[config.mk]
export PLATFORM = sky130hd
export DESIGN_NAME = reg_op_sequencer
export DESIGN_NICKNAME = d
export VERILOG_FILES = /design/src/rtl/reg_op_sequencer.sv
export SDC_FILE = /design/constraint.sdc
export NUM_CORES = 1
export LEC_CHECK = 0
export ABC_CLOCK_PERIOD_IN_PS = 3850
export CAP_MARGIN = 40
export CORE_UTILIZATION = 52
export DETAILED_ROUTE_END_ITERATION = 8
export PLACE_DENSITY = 0.9
export RECOVER_POWER = 25
export SKIP_LAST_GASP = 1
export SLEW_MARGIN = 15
export SYNTH_ARGS = -nofsm -noshare
export SYNTH_HDL_FRONTEND = slang
export SYNTH_SLANG_ARGS = --single-unit
[constraint.sdc]
create_clock -name clk -period 3.85 [get_ports clk]
set_clock_uncertainty 0.15 [all_clocks]
set_input_delay 0.385 -clock clk [delete_from_list [all_inputs] [get_ports clk]]
set_output_delay 0.385 -clock clk [all_outputs]
set_load 0.005 [all_outputs]
[src/rtl/reg_op_sequencer.sv]
// Multicycle register-file operation sequencer.
// Reads two operands, runs one ALU op, writes back once.
module reg_op_sequencer #(
   parameter int DATA_W = 8,
   parameter int ADDR_W = 3
) (
   input  logic              clk,
   input  logic              rst,
   input  logic              start,
   input  logic [2:0]        op,
   input  logic [ADDR_W-1:0] rs,
   input  logic [ADDR_W-1:0] rt,
   input  logic [ADDR_W-1:0] rd,
   input  logic [DATA_W-1:0] imm,
   output logic              busy,
   output logic              done,
   output logic [DATA_W-1:0] result,
   output logic              zero,
   output logic [ADDR_W-1:0] ra1,
   output logic [ADDR_W-1:0] ra2,
   input  logic [DATA_W-1:0] rd1,
   input  logic [DATA_W-1:0] rd2,
   output logic [ADDR_W-1:0] wa3,
   output logic [DATA_W-1:0] wd3,
   output logic              we3
);

   localparam logic [2:0] OP_ADD  = 3'b000;
   localparam logic [2:0] OP_SUB  = 3'b001;
   localparam logic [2:0] OP_AND  = 3'b010;
   localparam logic [2:0] OP_OR   = 3'b011;
   localparam logic [2:0] OP_XOR  = 3'b100;
   localparam logic [2:0] OP_SLT  = 3'b101;
   localparam logic [2:0] OP_ADDI = 3'b110;
   localparam logic [2:0] OP_NOP  = 3'b111;

   typedef enum logic [2:0] {
      S_IDLE = 3'd0,
      S_READ = 3'd1,
      S_EXEC = 3'd2,
      S_WB   = 3'd3,
      S_DONE = 3'd4
   } state_e;

   state_e state_q, state_d;

   logic [2:0]        op_q, op_d;
   logic [ADDR_W-1:0] rs_q, rs_d;
   logic [ADDR_W-1:0] rt_q, rt_d;
   logic [ADDR_W-1:0] rd_q, rd_d;
   logic [DATA_W-1:0] imm_q, imm_d;
   logic [DATA_W-1:0] opa_q, opa_d;
   logic [DATA_W-1:0] opb_q, opb_d;
   logic [DATA_W-1:0] res_q, res_d;
   logic              zero_q, zero_d;
   logic [ADDR_W-1:0] ra1_q, ra1_d;
   logic [ADDR_W-1:0] ra2_q, ra2_d;
   logic [ADDR_W-1:0] wa3_q, wa3_d;
   logic [DATA_W-1:0] wd3_q, wd3_d;
   logic              we3_q, we3_d;
   logic [DATA_W-1:0] alu;
   logic              slt;

   // ALU result for the latched opcode and captured operands
   always_comb begin
      alu = '0;
      slt = $signed(opa_q) < $signed(opb_q);
      unique case (op_q)
         OP_ADD:  alu = opa_q + opb_q;
         OP_SUB:  alu = opa_q - opb_q;
         OP_AND:  alu = opa_q & opb_q;
         OP_OR:   alu = opa_q | opb_q;
         OP_XOR:  alu = opa_q ^ opb_q;
         OP_SLT:  alu = {{(DATA_W-1){1'b0}}, slt};
         OP_ADDI: alu = opa_q + imm_q;
         OP_NOP:  alu = opa_q;
         default: alu = '0;
      endcase
   end

   // Next-state and next-register logic for the sequencer
   always_comb begin
      state_d = state_q;
      op_d    = op_q;
      rs_d    = rs_q;
      rt_d    = rt_q;
      rd_d    = rd_q;
      imm_d   = imm_q;
      opa_d   = opa_q;
      opb_d   = opb_q;
      res_d   = res_q;
      zero_d  = zero_q;
      ra1_d   = ra1_q;
      ra2_d   = ra2_q;
      wa3_d   = wa3_q;
      wd3_d   = wd3_q;
      we3_d   = 1'b0;
      unique case (state_q)
         S_IDLE: begin
            if (start) begin
               op_d    = op;
               rs_d    = rs;
               rt_d    = rt;
               rd_d    = rd;
               imm_d   = imm;
               ra1_d   = rs;
               ra2_d   = rt;
               state_d = S_READ;
            end
         end
         S_READ: begin
            opa_d   = rd1;
            opb_d   = rd2;
            state_d = S_EXEC;
         end
         S_EXEC: begin
            res_d   = alu;
            zero_d  = (alu == '0);
            wa3_d   = rd_q;
            wd3_d   = alu;
            // r0 is hardwired and NOP never writes back
            we3_d   = (op_q != OP_NOP) && (rd_q != '0);
            state_d = S_WB;
         end
         S_WB: begin
            state_d = S_DONE;
         end
         S_DONE: begin
            state_d = S_IDLE;
         end
         default: begin
            state_d = S_IDLE;
         end
      endcase
   end

   // State and datapath registers, cleared asynchronously
   always_ff @(posedge clk or negedge rst) begin
      if (!rst) begin
         state_q <= S_IDLE;
         op_q    <= '0;
         rs_q    <= '0;
         rt_q    <= '0;
         rd_q    <= '0;
         imm_q   <= '0;
         opa_q   <= '0;
         opb_q   <= '0;
         res_q   <= '0;
         zero_q  <= 1'b1;
         ra1_q   <= '0;
         ra2_q   <= '0;
         wa3_q   <= '0;
         wd3_q   <= '0;
         we3_q   <= 1'b0;
      end else begin
         state_q <= state_d;
         op_q    <= op_d;
         rs_q    <= rs_d;
         rt_q    <= rt_d;
         rd_q    <= rd_d;
         imm_q   <= imm_d;
         opa_q   <= opa_d;
         opb_q   <= opb_d;
         res_q   <= res_d;
         zero_q  <= zero_d;
         ra1_q   <= ra1_d;
         ra2_q   <= ra2_d;
         wa3_q   <= wa3_d;
         wd3_q   <= wd3_d;
         we3_q   <= we3_d;
      end
   end

   assign busy   = (state_q != S_IDLE);
   assign done   = (state_q == S_DONE);
   assign result = res_q;
   assign zero   = zero_q;
   assign ra1    = ra1_q;
   assign ra2    = ra2_q;
   assign wa3    = wa3_q;
   assign wd3    = wd3_q;
   assign we3    = we3_q;

endmodule
* Word level (Yosys, flattened, before mapping)
Index checks and enable logic that the tools add are counted.
** Cells by class
- Add/sub/neg operators :: 3
- Order comparisons :: 1
- Equal/unequal tests :: 13
- Muxes and demuxes :: 4
- Bitwise logic cells :: 3
- Reductions and logical operators :: 7
** Operator list (count)
- one-hot mux 8 bit (8 select lines) :: 1
- adder 8 bit :: 2
- == test 3 bit (second input constant) :: 5
- == test 3 x 2 -> 1 bit (second input constant) :: 4
- one-hot mux 3 bit (4 select lines) :: 1
- AND 8 bit :: 1
- zero test 8 bit :: 1
- less-than comparator 8 bit :: 1
- OR 8 bit :: 1
- subtractor 8 bit :: 1
- XOR 8 bit :: 1
- == test 3 x 1 -> 1 bit (second input constant) :: 2
- zero test 3 bit :: 2
- nonzero test 3 bit :: 2
- two-way mux 3 bit :: 1
- inequality test 3 bit (second input constant) :: 1
- inequality test 2 bit (second input constant) :: 1
- AND reduction 2 bit :: 1
- logical AND 1 bit :: 1
- two-way mux 1 bit :: 1
** Storage, ports and cells
- Register bits after elaboration :: 52
- Bits of input ports :: 39
- Output and inout port bits :: 29
- Word-level logic and storage cells :: 43

* Depth between registers and ports, before layout
- Depth after elaboration :: 3
- Mapped depth :: 13
- Depth with buffers taken out :: 12

* Least setup slack after synthesis
Ideal clock, no wire load.
- Path type :: flip-flop to flip-flop
- From :: reg op_q[2]
- To :: reg zero_q (netlist: zero)
- Setup time :: 62 ps
- Arrival :: 2766 ps
- Data required time :: 3638 ps
- Slack :: 872 ps
- Cell stages (with the launch flop) :: 14
- Path buffers :: 1
- Period minus slack after synthesis :: 2978 ps
- Cell sequence :: dfrtp_1 > buf_4 > nand3b_4 > mux2_2 > ha_1 > inv_1 > fa_1 > or3b_1 > a31oi_1 > a211oi_1 > nor4_1 > nand3_1 > nor3_1 > a32o_1
** On the way
- Cells in the longest elaborated chain, start to end :: 3
- Elaborated cells between the ends (all ways) :: 10
- Classes of those cells :: eq/ne (7); mux (1); reduce/logical (2)
** RTL lines
- from (decl) :: line 47 : logic [2:0] op_q, op_d;
- from (signal assigned) :: line 157 : op_q <= op_d;
- == test 3 bit (tied with other cells) :: line 68 : unique case (op_q)
- one-hot mux 8 bit (8 select lines) (*) :: line 68
- zero test 8 bit (*) :: line 118 : zero_d = (alu == '0);
- to (signal assigned) :: line 165 : zero_q <= zero_d;
- to (decl) :: line 55 : logic zero_q, zero_d;
Mark *: on every way between the ends. The rest lies on a longest branch, timed or not.
A chain may end at the register's enable or synchronous reset.

* Worst setup path after layout
- From :: reg op_q[0]
- To :: reg zero_q (netlist: zero)
The elaborated chain is that of the path after synthesis.

==> metrics.yaml <==
run_status:
  status: "complete, but fails checks"
  failed_checks: "capacitance limit, slew limit"
route:
  drc: 0
  wire_per_inst_um: 16.4
  drt_iter0_drc: 158
  antenna_left: 0
  routed_wirelength_um: 7960
  post_drt_via_cell_ratio: 5.71
  drtPass1Iterations: 4
  via_count: 2777
global_route:
  grt.total_usage_pct: 25.1
  grt_antenna_before_repair: 0
  grt_pass1_wl_um: 12700
  grt_max_degree: 53
  grt_pass1_vias: 2572
  overflow: 0
cts:
  post_cts_buffers: 0
  post_cts_resized: 0
  cts_buffer_depth: 2
  cts_tree: "built"
  htreeDepth: 2
  cts_buffers: 5
  clk_latency_ns: 0.31
  ctsHoldBuffers: 0
  clk_pin_slew_ns: 0.10
  clockRootBuffer: "clkbuf_8"
  cts_sinks: 52
synth:
  async_flop_share_pct: 100
  synthCells: 350
  synth-edff-count: 0
  yosysUniqueCellTypes: 52
  syn_nets: 422
  synth_ff_type: "dfrtp_1"
  synth_area_um2: 3390
  postSynthAreaPerCell_um2: 9.70
  ys_ff_latch: 52
  ys_top_cells_by_area: "dfrtp_1 (38%), ha_1 (11%), mux2_2 (7.6%)"
  synth_top_area_cell: "dfrtp_1"
  ys_warn_count: 0
  yosys.area.top_type_share_pct: 37.6
  seq_area_frac_synth_pct: 38.4
hold_path:
  min-delay-start: "wa3[1]"
  holdPathStages: 2
  hold_end: "wa3[1]"
  worstHoldPathType: "reg -> reg"
critical_path:
  crit_family: "simple AND/OR/NAND/NOR gates"
  startpoint_type: "flop"
  reg2reg_setup_slack_ns: 0.71
  crit_type: "reg -> reg"
  crit_buf_inv: 1
  worst-path-max-fanout: 10
  r2r-start: "op_q[0]"
  worst_path_largest_cell_delay_ns: 0.50
  required_ns: 3.96
  path_cells: "nand3b_4 -> mux2_2 -> ha_1 -> inv_1 -> fa_1 -> or3b_1 -> a31oi_1 -> a211oi_1 -> nor4_1 -> nand3_1 -> nor3_1 -> a32o_1"
  crit_path_end_kind: "flop"
  arrival_ns: 3.25
  r2r-end: "zero"
  critPathSlowestCell: "fa_1"
  rr_worst_depth: 12
sta:
  finalCritPeriodShare_pct: 81.6
  setup_tns_ns: 0
  max_slew_margin_pct: -85.4
  hold_violations: 0
  fmax_mhz: 318
  finalMaxSlewViolations: 53
  worstMarginPinSlew_ns: 2.78
  rsz0062_at_grt: "no"
  period_needed_ns: 3.14
  fin_ws_ns: 0.710
  setup_violations: 0
power:
  p_leak_nw: 1.88
  power.density_nw_per_um2: 974
  peakVddDrop_mv: 0.490
place:
  dp_slack_ns: 0.772
  io_buffer_count: 67
  place_congestion: 0.925
  post-dp-hpwl_um: 5870
layout:
  antenna_cells: 0
  syn_to_final_growth_pct: 24.2
  final_net_count: 480
  drive_above_1_share_pct: 11.5
floorplanning:
  start_util_pct: 53.7
  placementRows: 29
  chipHeight_um: 82.8
  dieArea_um2: 6850
  core-area_um2: 6310
  io_pins: 68
  die_w_um: 82.8
flow_run:
  max_cap_violations: 1
cells in the mapped netlist, types with 2 or more instances:
cell type / count
o21bai_1: 3
xnor2_1: 3
nor2_1: 13
nor2b_1: 2
o31ai_1: 2
a211oi_1: 2
nor3b_1: 6
buf_4: 12
buf_6: 2
or3_1: 5
dfrtp_1: 51
o32a_1: 2
mux2_2: 23
o22ai_1: 10
a311oi_1: 2
inv_1: 28
fa_1: 2
clkbuf_1: 4
a31oi_1: 3
ha_1: 31
o32ai_2: 2
a2bb2oi_1: 2
mux2_1: 6
o21ai_0: 30
o21ai_1: 4
nor3_1: 5
buf_2: 4
xor2_1: 6
a21oi_1: 15
mux2i_1: 2
nand2_1: 40
nand3_1: 3
nand2b_1: 6
worst reg2reg max path: cells and delay by family, from the launching register on:
family / cells / cell delay, ns
AO/OA/AOI/OAI: 3 / 0.43
adder cells (fa/ha/maj): 2 / 0.66
buffers and inverters: 1 / 0.06
flip-flops: 1 / 0.39
multiplexers: 1 / 0.28
AND/OR/NAND/NOR: 5 / 1.13
report_power, final:
group,switching [mW],leakage (nW),internal (mW)
Clock,0.190,0.0784,0.325
Combinational,1.34,1.17,1.20
Sequential,0.225,0.630,0.820
Total,1.76,1.88,2.35
flip-flops by register name, summed over array words and instances (netlist names):
name and flops:
op_q 3, ra1 3, opa_q 8, ra2 3, state_q 3, we3 1
zero 1, wd3 8, imm_q 8, opb_q 8, wa3 3, rd_q 3
per-stage QoR:
step / instance area, um2 / hold slack (ns) / std cells / power (mW) / util (%)
2_1_floorplan: 3390 / -0.0606 / 350 / 2.82 / -
3_3_place_gp: 4060 / 0.307 / 478 / 3.48 / 64.3
3_5_place_dp: 4060 / 0.312 / 478 / 3.56 / 64.3
4_1_cts: 4220 / 0.0559 / 486 / 4.10 / 66.8
5_1_grt: 4220 / 0.359 / 486 / 4.45 / 66.8
6_report: 4220 / 0.330 / 486 / 4.11 / 66.8
area by class of cell:
class	count	area, um2
fill	520	2100
multi-input combinational	247	1840
sequential	52	1300
timing repair buffer	73	707
inverter	29	109
tap	77	96.3
clock inverter	3	90.1
clock buffer	5	68.8
routing by layer:
layer	share of wire, %	vias up	track usage [%]
li1	-	1324	-
met1	45	1348	34.3
met2	49	96	40.7
met3	4.7	9	4.04
met4	1.1	0	7.76
met5	0	-	0
worst max path at each step:
stage,cells past startpoint,slack [ns],to,startpoint
after CTS,12,0.72,zero,op_q[0]
after global routing,12,0.45,zero,op_q[0]
after detailed placement,12,0.77,zero,op_q[0]
final,12,0.71,zero,op_q[0]
after floorplan,13,0.87,zero,op_q[2]
after global placement,12,0.87,zero,op_q[0]
cells by family after synthesis:
logic type                 share of synthesized area [%]
xor gates and xnor gates                            2.32
AOI/OAI and AO/OA                                   15.7
muxes                                               10.2
and+or+nand+nor                                     13.2
DFF                                                 38.4
adders and majority gates                           12.6
buffers and inverters                               7.56
layout by cell type (no fill, tap or decap), types with 3 or more instances in the layout:
| cell | instances |
|---|---|
| clkbuf_8 | 5 |
| nand2_1 | 40 |
| nand2b_1 | 6 |
| a21oi_1 | 15 |
| or3_1 | 5 |
| nor3b_1 | 5 |
| nor2_1 | 12 |
| nor3_1 | 5 |
| xor2_1 | 6 |
| buf_4 | 5 |
| inv_1 | 28 |
| mux2_1 | 6 |
| o22ai_1 | 10 |
| o21bai_1 | 3 |
| o21ai_0 | 30 |
| ha_1 | 31 |
| nand3_1 | 3 |
| mux2_2 | 23 |
| a31oi_1 | 3 |
| xnor2_1 | 3 |
| clkdlybuf4s50_1 | 66 |
| bufinv_16 | 3 |
| o21ai_1 | 4 |
| dfrtp_1 | 51 |
Note: power is estimated with default switching activity, not from simulation.
